==> src/rtl/asm_count_pkg.sv <==
// Shared types for the ASM counting system.
//   state_t : control FSM encoding (S_IDLE, S_COUNT, S_DONE)
package asm_count_pkg;

  typedef enum logic [1:0] {
    S_IDLE  = 2'd0,
    S_COUNT = 2'd1,
    S_DONE  = 2'd2
  } state_t;

endpackage

==> src/rtl/asm_count_ctrl.sv <==
// Control FSM of the ASM counting system. Decides, from start/abort and the
// two qualifying bits of counter A, which datapath strobes fire each cycle.
// Ports:
//   clk, rst_b           clock, asynchronous active-low reset
//   start                begin a run (only honoured in S_IDLE)
//   a_e_bit, a_stop_bit  current A[E_BIT] and A[STOP_BIT]
//   abort                cancel a run (tied low by the top when not built in)
//   clr_a_f              clear A and F
//   incr_a               increment A
//   load_e               load E from A[E_BIT]
//   set_f                set F
//   incr_run             increment the completed-run counter
//   busy                 state != S_IDLE
//   done                 state == S_DONE
module asm_count_ctrl
  import asm_count_pkg::*;
(
  input  logic clk,
  input  logic rst_b,
  input  logic start,
  input  logic a_e_bit,
  input  logic a_stop_bit,
  input  logic abort,
  output logic clr_a_f,
  output logic incr_a,
  output logic load_e,
  output logic set_f,
  output logic incr_run,
  output logic busy,
  output logic done
);

  state_t state_q;
  state_t state_d;

  always_ff @(posedge clk or negedge rst_b) begin
    if (!rst_b) begin
      state_q <= S_IDLE;
    end else begin
      state_q <= state_d;
    end
  end

  always_comb begin
    state_d  = state_q;
    clr_a_f  = 1'b0;
    incr_a   = 1'b0;
    load_e   = 1'b0;
    set_f    = 1'b0;
    incr_run = 1'b0;
    case (state_q)
      S_IDLE: begin
        if (start) begin
          clr_a_f = 1'b1;
          state_d = S_COUNT;
        end
      end
      S_COUNT: begin
        // abort wins over the exit test and freezes A and E
        if (abort) begin
          state_d = S_IDLE;
        end else begin
          incr_a = 1'b1;
          load_e = 1'b1;
          if (a_e_bit && a_stop_bit) begin
            state_d = S_DONE;
          end
        end
      end
      S_DONE: begin
        state_d = S_IDLE;
        // an abort here cancels the completion bookkeeping
        if (!abort) begin
          set_f    = 1'b1;
          incr_run = 1'b1;
        end
      end
      default: begin
        state_d = S_IDLE;
      end
    endcase
  end

  assign busy = (state_q != S_IDLE);
  assign done = (state_q == S_DONE);

endmodule

==> src/rtl/asm_count_sys.sv <==
// ASM counting system: control FSM plus datapath (counter A, flags E and F,
// completed-run counter). On start A and F clear, A counts up with E tracking
// A[E_BIT]; when A[E_BIT] and A[STOP_BIT] are both set the run ends, F is set
// and run_cnt advances.
// Optional feature: define ASM_ABORT_EN to add the abort input, which cancels
// a run in progress without setting F or counting the run.
// Ports:
//   clk      clock
//   rst_b    asynchronous active-low reset
//   start    begin a run (sampled in idle only)
//   abort    cancel the run (ASM_ABORT_EN builds only)
//   a        counter A (W bits)
//   e        flag E
//   f        flag F, run complete
//   busy     FSM not idle
//   done     one cycle per completed run
//   run_cnt  completed runs, wraps modulo 2^RUN_W
module asm_count_sys
  import asm_count_pkg::*;
#(
  parameter int unsigned W        = 4,
  parameter int unsigned E_BIT    = 2,
  parameter int unsigned STOP_BIT = 3,
  parameter int unsigned RUN_W    = 8
) (
  input  logic             clk,
  input  logic             rst_b,
  input  logic             start,
`ifdef ASM_ABORT_EN
  input  logic             abort,
`endif
  output logic [W-1:0]     a,
  output logic             e,
  output logic             f,
  output logic             busy,
  output logic             done,
  output logic [RUN_W-1:0] run_cnt
);

  if ((E_BIT >= W) || (STOP_BIT >= W) || (E_BIT == STOP_BIT) || (W < 2)) begin : g_bad_params
    $error("asm_count_sys: illegal W/E_BIT/STOP_BIT combination");
  end

  logic abort_i;
`ifdef ASM_ABORT_EN
  assign abort_i = abort;
`else
  assign abort_i = 1'b0;
`endif

  logic             clr_a_f;
  logic             incr_a;
  logic             load_e;
  logic             set_f;
  logic             incr_run;

  logic [W-1:0]     a_q, a_d;
  logic             e_q, e_d;
  logic             f_q, f_d;
  logic [RUN_W-1:0] run_cnt_q, run_cnt_d;

  asm_count_ctrl u_ctrl (
    .clk        (clk),
    .rst_b      (rst_b),
    .start      (start),
    .a_e_bit    (a_q[E_BIT]),
    .a_stop_bit (a_q[STOP_BIT]),
    .abort      (abort_i),
    .clr_a_f    (clr_a_f),
    .incr_a     (incr_a),
    .load_e     (load_e),
    .set_f      (set_f),
    .incr_run   (incr_run),
    .busy       (busy),
    .done       (done)
  );

  always_comb begin
    a_d       = a_q;
    e_d       = e_q;
    f_d       = f_q;
    run_cnt_d = run_cnt_q;
    if (clr_a_f) begin
      a_d = '0;
      f_d = 1'b0;
    end
    if (incr_a) begin
      a_d = a_q + {{(W-1){1'b0}}, 1'b1};
    end
    // E follows the pre-increment value of A
    if (load_e) begin
      e_d = a_q[E_BIT];
    end
    if (set_f) begin
      f_d = 1'b1;
    end
    if (incr_run) begin
      run_cnt_d = run_cnt_q + {{(RUN_W-1){1'b0}}, 1'b1};
    end
  end

  always_ff @(posedge clk or negedge rst_b) begin
    if (!rst_b) begin
      a_q       <= '0;
      e_q       <= 1'b0;
      f_q       <= 1'b0;
      run_cnt_q <= '0;
    end else begin
      a_q       <= a_d;
      e_q       <= e_d;
      f_q       <= f_d;
      run_cnt_q <= run_cnt_d;
    end
  end

  assign a       = a_q;
  assign e       = e_q;
  assign f       = f_q;
  assign run_cnt = run_cnt_q;

endmodule
==> config.mk <==
export PLATFORM = sky130hd
export DESIGN_NAME = asm_count_sys
export DESIGN_NICKNAME = d
export VERILOG_FILES = /design/src/rtl/asm_count_pkg.sv /design/src/rtl/asm_count_ctrl.sv /design/src/rtl/asm_count_sys.sv
export SDC_FILE = /design/constraint.sdc
export NUM_CORES = 1
export LEC_CHECK = 0
export CAP_MARGIN = 30
export CORE_UTILIZATION = 40
export CTS_CLUSTER_SIZE = 30
export DETAILED_ROUTE_END_ITERATION = 8
export DONT_BUFFER_PORTS = 1
export PLACE_DENSITY = 0.59
export REMOVE_ABC_BUFFERS = 1
export SKIP_LAST_GASP = 1
export SYNTH_ARGS = -nofsm -noshare
export SYNTH_HDL_FRONTEND = slang
export SYNTH_HIERARCHICAL = 1
export SYNTH_SLANG_ARGS = --single-unit
export TNS_END_PERCENT = 50
==> constraint.sdc <==
create_clock -name clk -period 1.6 [get_ports clk]
set_input_delay 0.24 -clock clk [delete_from_list [all_inputs] [get_ports clk]]
set_output_delay 0.24 -clock clk [all_outputs]
set_load 0.01 [all_outputs]
# Word level (Yosys, flattened, before mapping)
# Index checks and enable logic that the tools add are counted.
[totals]
ff_bits = 16
input_bits = 3
elab_cells = 28
[classes]
add_sub_neg = 2
n_eq_ne = 4
mux = 11
n_reduce_logical = 6
[op_table]
columns = ["op", "count"]
rows = [
  ["$add A8 B1 Y8 const B", 1],
  ["$mux W4", 2],
  ["$mux W1", 6],
  ["$reduce_bool A2 Y1", 3],
  ["$add A4 B1 Y4 const B", 1],
  ["$mux W2", 2],
  ["$pmux W2 S2", 1],
  ["$eq A2 B1 Y1 const B", 1],
  ["$eq A2 B2 Y1 const B", 1],
  ["$logic_not A2 Y1", 1],
  ["$ne A2 B1 Y1 const B", 1],
  ["$ne A2 B2 Y1 const B", 1],
  ["$reduce_and A2 Y1", 1],
  ["$logic_and A1 B1 Y1", 1],
]

# Depth between registers and ports, before layout
[depth]
word_depth = 4
ltp_mapped = 5
mapped_depth_nobuf = 5

# Hierarchy
# The synthesis kept the hierarchy.
[modules_own_cells]
columns = ["mod", "instances", "cells_per_inst", "area_each_um2"]
rows = [
  ["asm_count_sys", 1, 47, 595.6],
  ["asm_count_ctrl", 1, 14, 128.9],
]

# Least setup slack after synthesis
# OpenSTA, ideal clock, no wires.
[synth_path]
path_type = "register to register"
startpoint = "register u_ctrl.state_q[1]"
endpoint = "register run_cnt_q[5] (netlist: run_cnt[5])"
arrival_time_ns = 1.453
required_ns = 1.475
path_slack_ns = 0.021
stages_incl_launch_ff = 6
path_cell_list = "dfrtp_1 nor2b_1 nor2b_1 and3_1 nand4_1 xnor2_1"
[synth_via]
elab_chain_cells = 2
[synth_rtl]
columns = ["item", "line_no", "source"]
rows = [
  ["start: declaration", "asm_count_ctrl.sv:33", "state_t state_q;"],
  ["start signal: assignment", "asm_count_ctrl.sv:40", "state_q <= state_d;"],
  ["$eq A2 B2 Y1", "--", ""],
  ["via done", "asm_count_sys.sv:36", "output logic done,"],
  ["$mux W1", "asm_count_ctrl.sv:51", "case (state_q)"],
  ["via incr_run", "asm_count_sys.sv:55", "logic incr_run;"],
  ["end signal: assignment", "asm_count_sys.sv:112", "run_cnt_q <= run_cnt_d;"],
  ["end: declaration", "asm_count_sys.sv:60", "logic [RUN_W-1:0] run_cnt_q, run_cnt_d;"],
]
# The timed path passes the listed nets, and every way through them passes these cells.
# A chain may end at the register's enable or synchronous reset.

# Worst setup path after layout
[layout_path]
startpoint = "register u_ctrl.state_q[1]"
endpoint = "register a_q[2] (netlist: a[2])"
[layout_via]
elab_chain_cells = 3
word_cells_on_any_way = 6
cone_classes = "1 x eq/ne; 3 x mux; 2 x reduce/logical"
[layout_rtl]
columns = ["item", "line_no", "source"]
rows = [
  ["$logic_not A2 Y1", "asm_count_ctrl.sv:51", ""],
  ["$mux W1", "asm_count_ctrl.sv:51", ""],
  ["via clr_a_f", "asm_count_sys.sv:51", "logic clr_a_f;"],
  ["$reduce_bool A2 Y1 (no source line)", "--", ""],
  ["end signal: assignment", "asm_count_sys.sv:104", "a_q <= '0;"],
  ["end signal: assignment", "asm_count_sys.sv:109", "a_q <= a_d;"],
  ["end: declaration", "asm_count_sys.sv:57", "logic [W-1:0] a_q, a_d;"],
]
# The timed path passes the listed nets, and every way through them passes these cells.

==> results by group <==
Placement
  – Post-DP HPWL: ~870 um
  – Final Wtd Congestion: 0.6244
  – I/O Buffers: 0
  – Cell Area, Placed: about 770 sq um

Global routing
  – First-pass GRT wire length: 2118 um
  – Antenna violations before repair: 0
  – Largest net degree at the start of global routing: 17
  – GRT Overall Usage: 0.1583
  – GRT overflow: 0
  – Vias in the first global route: 458

Drt
  – DRC violations left: 0
  – Vias/cell: 4.798
  – Post-Route WL: about 1200 um
  – Post-route ant nets: 0
  – WL per Instance: about 13 um
  – Drt first pass iters: 3
  – DRT iter0 DRCs: 9
  – Routed via count: 451

Critical path
  – Top delay family on crit path: simple AND/OR/NAND/NOR gates
  – Setup CP Type: flip-flop to flip-flop
  – Worst path cell trace: or2_2 -> nor2_1 -> inv_1 -> o211ai_1 -> o21ai_0
  – Crit end category: flip-flop
  – Crit Path Max Fanout: 4
  – Startpoint types: flip-flop
  – Critical Path AT: 1.58 ns
  – CP bufs+invs: 1
  – Required time of the critical path: around 1.8 ns
  – Max stage delay on crit path: around 0.4 ns
  – CP max-delay cell: dfrtp_1

Yosys
  – Cell area after synthesis: 724.4 sq um
  – Most frequent cells after synthesis: dfrtp_1, nand2_1, xnor2_1
  – Syn Inst Count: 61
  – Top_reg_cell synth: dfrtp_1
  – Top cells by area, synth: dfrtp_1, xnor2_1, xor2_1
  – Async SR Flop Fraction: 1.000
  – Yosys reg bits: 16
  – Top-count cell post-synth: dfrtp_1
  – Cell accounting for the most synthesized area: dfrtp_1
  – Post-synth EDFFs: 0
  – Top-area cell type share of the netlist area: 0.5527
  – Syn avg cell area: 11.88 sq um
  – Ys Warns: 6
  – Distinct cells, synth: 24
  – Register area share after synthesis: 0.5527

Final layout
  – Filler Cells Inserted: between 150 and 200
  – Fin nets: 75
  – Finished Core Util: 0.4784
  – Layout cells sized above 1: 0.1884
  – Multi-input gate area: 309.0 sq um
  – Final instance area: 817.0 sq um
  – Reg area: 400.4 sq um
  – Diode count: 0
  – Layout area overhead: 12.78%

Pwr
  – Power per cell area: 1062 nW/um^2
  – Psw: 0.2424 mW
  – Peak VDD IR: ~0.8 mV
  – Internal power: 0.6255 mW
  – Leak: 0.4256 nW
  – Switching Share: 0.2793
  – Logic pwr share: 0.099
  – Clock share of power: 0.314
  – Seq pwr share: 0.587

Timing
  – Fmax achieved: 708.3 MHz
  – Final Hold Fails: 0
  – Max Slew Vio Count: 0
  – # setup viols final: 0
  – Fin Setup TNS: 0 ns
  – RSZ-0062 raised after global routing: no
  – Final period util: 0.8824
  – Tightest Pin Transition: 0.7016 ns
  – Slew HR: 0.5307
  – Min Tclk post-route: around 1.4 ns
  – Clock Skew: 0.0008903 ns

Job
  – MaxCap Viol Count: 0

Clock network
  – Skew-Pair Late Insertion Delay: 0.29 ns
  – Clock tree buffer depth: 2
  – CTS tree: yes
  – # Post-CTS Setup Buffers: 0
  – Number of CTS-inserted buffers: 3
  – Buffer type at the clock tree root: clkbuf_4
  – CTS sink count: 16
  – CTS H-tree depth: 1
  – Worst-path clk slew: 0.10 ns

Outcome
  – Status: completed

Die
  – Die Wd: roughly 45 um
  – Cell Rows: 15
  – Die area: 1985 sq um
  – Initial Util: 0.4242
  – Die Ht: approximately 45 um
  – IO Count: 19
  – Core box area: 1708 sq um

Min path
  – Hold Crit Class: input pin to flip-flop
-- area by class of cell --
type / instances / share of cell area
sequential: 16 / 0.4900
multi-input combinational: 43 / 0.3783
clock buffer: 4 / 0.04441
timing repair buffer: 4 / 0.03982
tap: 25 / 0.03828
inverter: 2 / 0.009188
-- cell usage in the layout, fill, tap and decap left out --
cell / instances
a21o_1: 1
a21oi_1: 1
a22o_1: 2
and3_1: 2
buf_4: 3
clkbuf_4: 3
clkbuf_8: 1
conb_1: 3
dfrtp_1: 16
dlygate4sd3_1: 1
ha_1: 2
inv_1: 2
mux2_2: 2
mux2i_1: 2
nand2_1: 5
nand3_1: 1
nand4_1: 2
nand4_2: 1
nor2_1: 4
nor2b_1: 2
nor3_2: 1
nor3b_2: 1
o211ai_1: 1
o21ai_0: 1
or2_2: 1
xnor2_1: 5
xor2_1: 3
-- final timing paths --
path / from / endpoint / slack, ns / depth (start not counted)
worst min register to register: u_ctrl/state_q[1]$_DFFE_PN0P_ / u_ctrl/state_q[0]$_DFFE_PN0P_ / 0.48 / 1
worst max register to register: u_ctrl/state_q[1]$_DFFE_PN0P_ / a[2]$_DFFE_PN0P_ / 0.19 / 5
worst min-delay path: start / u_ctrl/state_q[0]$_DFFE_PN0P_ / 0.10 / 2
max in group asynchronous: rst_b / e$_DFFE_PN0P_ / 0.73 / 1
min in group asynchronous: rst_b / run_cnt[7]$_DFFE_PN0P_ / 0.43 / 1
worst max-delay path: u_ctrl/state_q[1]$_DFFE_PN0P_ / a[2]$_DFFE_PN0P_ / 0.19 / 5
-- registers in the layout, indices dropped and copies added (netlist names) --
register and cells:
u_ctrl/state_q 2, run_cnt 8, a 4, e 1, f 1
-- what timing repair did --
action | 4_1_cts | 5_1_grt
hold endpoints to repair | 16 | 0
hold buffers | 1 | 0
resized for setup | 0 | 0
-- through the flow --
stage	hold WS [ns]	worst slack (ns)	total power, mW	instances
3_3_place_gp	-0.05510	0.1936	0.5942	89
5_1_grt	0.1211	0.01839	0.9229	94
6_report	0.1015	0.1881	0.8679	94
2_1_floorplan	-0.05559	0.02034	0.5697	61
4_1_cts	0.09764	0.1859	0.8753	94
3_5_place_dp	-0.05517	0.2097	0.5972	89
-- cell families (layout without fill, tap and decap cells) --
group / count (synthesis) / after routing / share of synthesized area
buf+inv: 4 / 10 / 0.03109
simple gates: 20 / 20 / 0.1623
fa+ha+maj: 2 / 2 / 0.03454
mux: 4 / 4 / 0.05872
xor+xnor: 8 / 8 / 0.09672
flops: 16 / 16 / 0.5527
compound gates: 6 / 6 / 0.05872
other cells: 1 / 3 / 0.005176
-- power by group through the flow --
| stage | logic, mW | clock network (mW) | registers (mW) |
|---|---|---|---|
| final | 0.0861 | 0.272 | 0.510 |
| after global routing | 0.103 | 0.300 | 0.520 |
| after CTS | 0.0883 | 0.275 | 0.511 |
| after detailed placement | 0.0775 | 0 | 0.520 |
| after global placement | 0.0750 | 0 | 0.519 |
| after floorplan | 0.0644 | 0 | 0.505 |
-- metal layers --
metal  track usage  vias to the layer above  share of wire
li1              -                      219              -
met1        0.1927                      216           0.44
met2        0.2176                       12           0.46
met3       0.08980                        4          0.073
met4       0.09091                        0          0.024
met5             0                        -              0
(Power assumes the default switching activity.)
